<file path="src/rtl/scr1_mem_arb2_pkg.sv">
// Shared memory-interface types for the two-port IMEM/DMEM arbiter.
// Latency: n/a (types, constants and a helper only).
// Backpressure: n/a.
package scr1_mem_arb2_pkg;

  localparam int SCR1_AHB_WIDTH = 32;

  typedef enum logic {
    SCR1_MEM_CMD_RD = 1'b0,
    SCR1_MEM_CMD_WR = 1'b1
  } type_scr1_mem_cmd_e;

  typedef enum logic [1:0] {
    SCR1_MEM_WIDTH_BYTE  = 2'b00,
    SCR1_MEM_WIDTH_HWORD = 2'b01,
    SCR1_MEM_WIDTH_WORD  = 2'b10
  } type_scr1_mem_width_e;

  typedef enum logic [1:0] {
    SCR1_MEM_RESP_NOTRDY = 2'b00,
    SCR1_MEM_RESP_RDY_OK = 2'b01,
    SCR1_MEM_RESP_RDY_ER = 2'b10
  } type_scr1_mem_resp_e;

  // Owner tag recorded for every accepted downstream request
  typedef enum logic {
    SCR1_ARB_ID_IMEM = 1'b0,
    SCR1_ARB_ID_DMEM = 1'b1
  } type_scr1_mem_arb_id_e;

  // Downstream request fields, muxed as one bundle from the winner
  typedef struct packed {
    type_scr1_mem_cmd_e        cmd;
    type_scr1_mem_width_e      width;
    logic [SCR1_AHB_WIDTH-1:0] addr;
    logic [SCR1_AHB_WIDTH-1:0] wdata;
  } type_scr1_mem_req_s;

  function automatic type_scr1_mem_arb_id_e scr1_arb_other(input type_scr1_mem_arb_id_e id);
    return (id == SCR1_ARB_ID_IMEM) ? SCR1_ARB_ID_DMEM : SCR1_ARB_ID_IMEM;
  endfunction

endpackage

</file>
<file path="src/rtl/scr1_mem_arb_idfifo.sv">
// In-order owner-ID FIFO: remembers which requester issued each outstanding request.
// Latency: push visible at head one cycle later; head_id/full/empty are registered-state decodes.
// Backpressure: push ignored while full, pop ignored while empty; caller gates grants on full.
//
// Ports: clk, rst_n (async active-low); push/push_id write side; pop/head_id read side;
//        full/empty status.
module scr1_mem_arb_idfifo
  import scr1_mem_arb2_pkg::*;
#(
  parameter int DEPTH = 2
) (
  input  logic                  clk,
  input  logic                  rst_n,
  input  logic                  push,
  input  type_scr1_mem_arb_id_e push_id,
  input  logic                  pop,
  output type_scr1_mem_arb_id_e head_id,
  output logic                  full,
  output logic                  empty
);

  localparam int PTR_W = (DEPTH > 1) ? $clog2(DEPTH) : 1;
  localparam int CNT_W = $clog2(DEPTH + 1);

  logic [DEPTH-1:0] ids;
  logic [PTR_W-1:0] rd_ptr;
  logic [PTR_W-1:0] wr_ptr;
  logic [CNT_W-1:0] count;
  logic             do_push;
  logic             do_pop;

  // Pointers wrap at DEPTH, which need not be a power of two
  function automatic logic [PTR_W-1:0] ptr_inc(input logic [PTR_W-1:0] p);
    return (p == PTR_W'(DEPTH - 1)) ? '0 : p + PTR_W'(1);
  endfunction

  assign full    = (count == CNT_W'(DEPTH));
  assign empty   = (count == '0);
  assign do_push = push & ~full;
  assign do_pop  = pop & ~empty;
  assign head_id = type_scr1_mem_arb_id_e'(ids[rd_ptr]);

  always_ff @(posedge clk or negedge rst_n) begin
    if (!rst_n) begin
      ids    <= '0;
      rd_ptr <= '0;
      wr_ptr <= '0;
      count  <= '0;
    end else begin
      if (do_push) begin
        ids[wr_ptr] <= push_id;
        wr_ptr      <= ptr_inc(wr_ptr);
      end
      if (do_pop) begin
        rd_ptr <= ptr_inc(rd_ptr);
      end
      // Simultaneous push and pop leaves the count unchanged
      case ({do_push, do_pop})
        2'b10:   count <= count + CNT_W'(1);
        2'b01:   count <= count - CNT_W'(1);
        default: count <= count;
      endcase
    end
  end

endmodule

</file>
<file path="src/rtl/scr1_mem_arb2.sv">
// Round-robin arbiter merging IMEM (read-only) and DMEM traffic onto one memory port.
// Latency: zero on both paths; req->mem_req and mem_resp->owner resp are combinational.
// Backpressure: mem_req_ack passes straight to the winner; no grants while the ID FIFO is full.
//
// Ports: clk, rst_n (async active-low); imem_* fetch requester; dmem_* load/store
//        requester; mem_* shared downstream port toward the AHB bridge.
module scr1_mem_arb2
  import scr1_mem_arb2_pkg::*;
#(
  parameter int SCR1_ARB_DEPTH = 2
) (
  input  logic                      clk,
  input  logic                      rst_n,
  // IMEM requester
  input  logic                      imem_req,
  input  logic [SCR1_AHB_WIDTH-1:0] imem_addr,
  output logic                      imem_req_ack,
  output logic [SCR1_AHB_WIDTH-1:0] imem_rdata,
  output type_scr1_mem_resp_e       imem_resp,
  // DMEM requester
  input  logic                      dmem_req,
  input  type_scr1_mem_cmd_e        dmem_cmd,
  input  type_scr1_mem_width_e      dmem_width,
  input  logic [SCR1_AHB_WIDTH-1:0] dmem_addr,
  input  logic [SCR1_AHB_WIDTH-1:0] dmem_wdata,
  output logic                      dmem_req_ack,
  output logic [SCR1_AHB_WIDTH-1:0] dmem_rdata,
  output type_scr1_mem_resp_e       dmem_resp,
  // Shared downstream port
  output logic                      mem_req,
  output type_scr1_mem_cmd_e        mem_cmd,
  output type_scr1_mem_width_e      mem_width,
  output logic [SCR1_AHB_WIDTH-1:0] mem_addr,
  output logic [SCR1_AHB_WIDTH-1:0] mem_wdata,
  input  logic                      mem_req_ack,
  input  logic [SCR1_AHB_WIDTH-1:0] mem_rdata,
  input  type_scr1_mem_resp_e       mem_resp
);

  type_scr1_mem_arb_id_e last_grant;
  type_scr1_mem_arb_id_e win_id;
  type_scr1_mem_arb_id_e head_id;
  type_scr1_mem_req_s    imem_fields;
  type_scr1_mem_req_s    dmem_fields;
  type_scr1_mem_req_s    mem_fields;
  logic                  imem_elig;
  logic                  dmem_elig;
  logic                  win_vld;
  logic                  accept;
  logic                  fifo_full;
  logic                  fifo_empty;
  logic                  fifo_pop;

  // Eligibility looks only at full, not full-and-popping, so there is no
  // combinational path from mem_resp to either req_ack.
  assign imem_elig = imem_req & ~fifo_full;
  assign dmem_elig = dmem_req & ~fifo_full;

  always_comb begin
    win_vld = imem_elig | dmem_elig;
    win_id  = SCR1_ARB_ID_IMEM;
    if (imem_elig & dmem_elig) begin
      win_id = scr1_arb_other(last_grant);
    end else if (dmem_elig) begin
      win_id = SCR1_ARB_ID_DMEM;
    end
  end

  // Fetches are always full-word reads with no write data
  assign imem_fields = '{cmd: SCR1_MEM_CMD_RD, width: SCR1_MEM_WIDTH_WORD,
                         addr: imem_addr, wdata: '0};
  assign dmem_fields = '{cmd: dmem_cmd, width: dmem_width,
                         addr: dmem_addr, wdata: dmem_wdata};
  assign mem_fields  = (win_id == SCR1_ARB_ID_DMEM) ? dmem_fields : imem_fields;

  assign mem_req   = win_vld;
  assign mem_cmd   = mem_fields.cmd;
  assign mem_width = mem_fields.width;
  assign mem_addr  = mem_fields.addr;
  assign mem_wdata = mem_fields.wdata;

  assign accept       = win_vld & mem_req_ack;
  assign imem_req_ack = accept & (win_id == SCR1_ARB_ID_IMEM);
  assign dmem_req_ack = accept & (win_id == SCR1_ARB_ID_DMEM);

  // Reset to DMEM so IMEM wins the first contention
  always_ff @(posedge clk or negedge rst_n) begin
    if (!rst_n) begin
      last_grant <= SCR1_ARB_ID_DMEM;
    end else if (accept) begin
      last_grant <= win_id;
    end
  end

  // A response with nothing outstanding (e.g. in flight across a reset) is dropped
  assign fifo_pop = (mem_resp != SCR1_MEM_RESP_NOTRDY) & ~fifo_empty;

  scr1_mem_arb_idfifo #(
    .DEPTH (SCR1_ARB_DEPTH)
  ) u_idfifo (
    .clk     (clk),
    .rst_n   (rst_n),
    .push    (accept),
    .push_id (win_id),
    .pop     (fifo_pop),
    .head_id (head_id),
    .full    (fifo_full),
    .empty   (fifo_empty)
  );

  always_comb begin
    imem_resp = SCR1_MEM_RESP_NOTRDY;
    dmem_resp = SCR1_MEM_RESP_NOTRDY;
    if (fifo_pop) begin
      if (head_id == SCR1_ARB_ID_IMEM) begin
        imem_resp = mem_resp;
      end else begin
        dmem_resp = mem_resp;
      end
    end
  end

  // Read data is only meaningful alongside a non-NOTRDY resp
  assign imem_rdata = mem_rdata;
  assign dmem_rdata = mem_rdata;

`ifdef SCR1_SIM_ENV
  a_no_x_inputs : assert property (@(posedge clk) disable iff (!rst_n)
    !$isunknown({imem_req, dmem_req, mem_resp}));
  a_no_resp_when_empty : assert property (@(posedge clk) disable iff (!rst_n)
    (mem_resp != SCR1_MEM_RESP_NOTRDY) |-> !fifo_empty);
  a_no_push_when_full : assert property (@(posedge clk) disable iff (!rst_n)
    accept |-> !fifo_full);
`endif

endmodule
</file>
<file path="config.mk">
export PLATFORM = sky130hd
export DESIGN_NAME = scr1_mem_arb2
export DESIGN_NICKNAME = d
export VERILOG_FILES = /design/src/rtl/scr1_mem_arb2_pkg.sv /design/src/rtl/scr1_mem_arb_idfifo.sv /design/src/rtl/scr1_mem_arb2.sv
export SDC_FILE = /design/constraint.sdc
export NUM_CORES = 1
export LEC_CHECK = 0
export CORE_AREA = 10 10 98 100
export CTS_BUF_LIST = sky130_fd_sc_hd__clkbuf_2
export DETAILED_ROUTE_END_ITERATION = 12
export DIE_AREA = 0 0 108 110
export GPL_ROUTABILITY_DRIVEN = 0
export PLACE_DENSITY = 0.85
export SETUP_SLACK_MARGIN = 0.05
export SYNTH_ARGS = -nofsm -noshare
export SYNTH_HDL_FRONTEND = slang
export SYNTH_SLANG_ARGS = --single-unit
</file>
<file path="constraint.sdc">
create_clock -name clk -period 2.6 [get_ports clk]
set_input_delay 0.52 -clock clk [delete_from_list [all_inputs] [get_ports clk]]
set_output_delay 0.52 -clock clk [all_outputs]
set_load 0.01 [all_outputs]
</file>
==> reports/qor.yml <==
worstPathArrival_ns: 1.96
synth_top_area_share: 0.323
grt_max_degree: 37
maxSlewViolCount: 0
numCtsBuffers: 3
reg2reg_slack_ns: 0.72
multi_input_comb_area_um2: 835
end_kind: "primary output"
cap_violations: 0
power_density_nw_per_um2: 624
ant_nets: 0
wl_per_cell_um: 18.7
post-route-min-period_ns: 2.48
firstDrtPassIters: 3
port-buffer-count: 179
drc_errors: 0
skew_ns: 0.00723
layout_common_cells: "clkdlybuf4s50_1 (143), mux2_2 (34), and2_1 (34)"
antenna_found_initial: 0
rsz0062_at_grt: "false"
setup_violations: 0
viasPerCell: 3.93
dpl_cell_area_um2: 2980
cts-htree-levels: 1
netSwitchingFraction: 0.363
grt_pass1_vias: 1727
dieHeight_um: 110
root_buffer: "clkbuf_2"
num_vias: 1613
post-route-period-util: 0.954
core_um2: 7650
peakVddDrop_mv: 0.206
die_w_um: 108
tightestPinTransition_ns: 0.336
drive_above_1_share: 0.247
hp-class: "reg2reg"
worstPathMaxFanout: 36
slew_headroom: 0.776
dp.cells: 394
pin_count: 276
nNetsFinal: 448
p_clk_frac: 0.040
status: "finished, final reports clean"
grt_usage: 0.113
dp_hpwl_mm: 6.32
fill_cells: 740
yosysUniqueCellTypes: 26
syn_area_um2: 1510
cp-start-kind: "input port"
clock_path_buffers: 2
clk_latency_ns: 0.22
power_frac_comb: 0.843
fin_area_um2: 3190
layout_commonest_cell: "clkdlybuf4s50_1"
fin_setup_tns_ns: 0
critPathKind: "in2out"
yosys.area.top_type: "buf_4"
fin_cells: 410
cts_tree: "built"
syn2layout_area_growth_pct: 111
ys_seq_elements: 7
drt_wl_total_mm: 7.65
fmax_ghz: 0.403
hold_viol: 0
start_util: 0.198
syn_nets: 319
grt_overflow_total: 0
internal-power_mw: 1.27
cts_sinks: 7
drt_iter0_drc: 47
num_antenna_cells: 0
crit_required_ns: 2.08
die-area_um2: 11900
power_frac_seq: 0.117
synth.avg_cell_area_um2: 8.40
synth_seq_area_share: 0.117
post-route-util: 0.418
seq_area_um2: 176
ctsHoldBuffers: 0
fp-row-count: 32
netSwitchingPower_mw: 0.723
synth_warnings: 0
pre_cts_ws_ns: -0.219
synth_area_leaders: "buf_4 (32%), mux2_2 (25%), and2_1 (14%)"
syn_inst: 180
setup_slack_ns: 0.120
leakagePower_nw: 1.32
grt_pass1_wl_mm: 10.5
clk_pin_slew_ns: 0.07
## per-layer routing
metal | track usage | share of wire
met1 | 0.107 | 0.31
met2 | 0.216 | 0.56
met3 | 0.0424 | 0.11
met4 | 0.0429 | 0.023
met5 | 0 | 0
## power by group through the flow
stage,Clock (mW),Sequential [mW],Combinational [mW]
detailed placement,0,0.229,1.50
global placement,0,0.222,1.47
CTS,0.0817,0.234,1.72
global route,0.0848,0.243,1.80
finish,0.0789,0.234,1.68
floorplan,0,0.207,0.801
## repair_timing
action                     4_1_cts  5_1_grt
setup endpoints to repair       69        0
resized for setup               70        0
setup buffers                    8        0
## layout make-up
| cell class | count | share of cell area |
|---|---|---|
| sequential | 7 | 0.0553 |
| clock buffer | 4 | 0.00627 |
| timing repair buffer | 197 | 0.636 |
| multi-input combinational | 99 | 0.261 |
| inverter | 1 | 0.00118 |
| tap | 102 | 0.0400 |
## through the flow
stage | power (mW) | hold slack, ns
after floorplan | 1.01 | 0.224
after global placement | 1.69 | 0.513
after detailed placement | 1.73 | 0.516
after CTS | 2.03 | 0.525
after global routing | 2.12 | 0.553
final | 1.99 | 0.523
## flip-flops by register name, summed over array words and instances (netlist names)
name	count
u_idfifo.count	2
u_idfifo.wr_ptr	1
u_idfifo.rd_ptr	1
last_grant	1
u_idfifo.ids	2
## logic make-up (layout without fill, tap and decap cells)
kind of cell / count (synthesis) / in the layout / synth area share
adders and majority gates: 1 / 1 / 0.00827
muxes: 36 / 36 / 0.270
buffers and inverters: 74 / 202 / 0.350
and+or+nand+nor: 52 / 52 / 0.203
AOI/OAI and AO/OA: 5 / 5 / 0.0232
DFF: 7 / 7 / 0.117
xor gates and xnor gates: 5 / 5 / 0.0290
## final timing paths
kind	endpoint	start	depth (start not counted)
max	mem_wdata[19]	imem_req	6
min	u_idfifo.wr_ptr	u_idfifo.wr_ptr	1
max reg2reg	u_idfifo.count[1]	u_idfifo.count[0]	7
min reg2reg	u_idfifo.wr_ptr	u_idfifo.wr_ptr	1
max in group asynchronous	last_grant	rst_n	1
min in group asynchronous	u_idfifo.rd_ptr	rst_n	1
## critical path: stages
cell             delay (ns)
dlygate4sd2_1          0.25
nand2_2                0.10
and3_4                 0.21
buf_12                 0.16
and2_1                 0.16
clkdlybuf4s50_1        0.56
## cell usage after synthesis, drive strengths merged
master	n
o41ai	1
o22a	1
and3	1
xnor2	3
nor2b	1
and2	34
mux2i	1
nand3	1
inv	1
o31ai	1
xor2	2
dfrtp	6
clkbuf	3
o21ai	2
ha	1
buf	70
or3	1
nand2	2
dfstp	1
nor3	1
nand2b	2
nor2	9
mux2	35
Power figures use the tool's default switching activity.
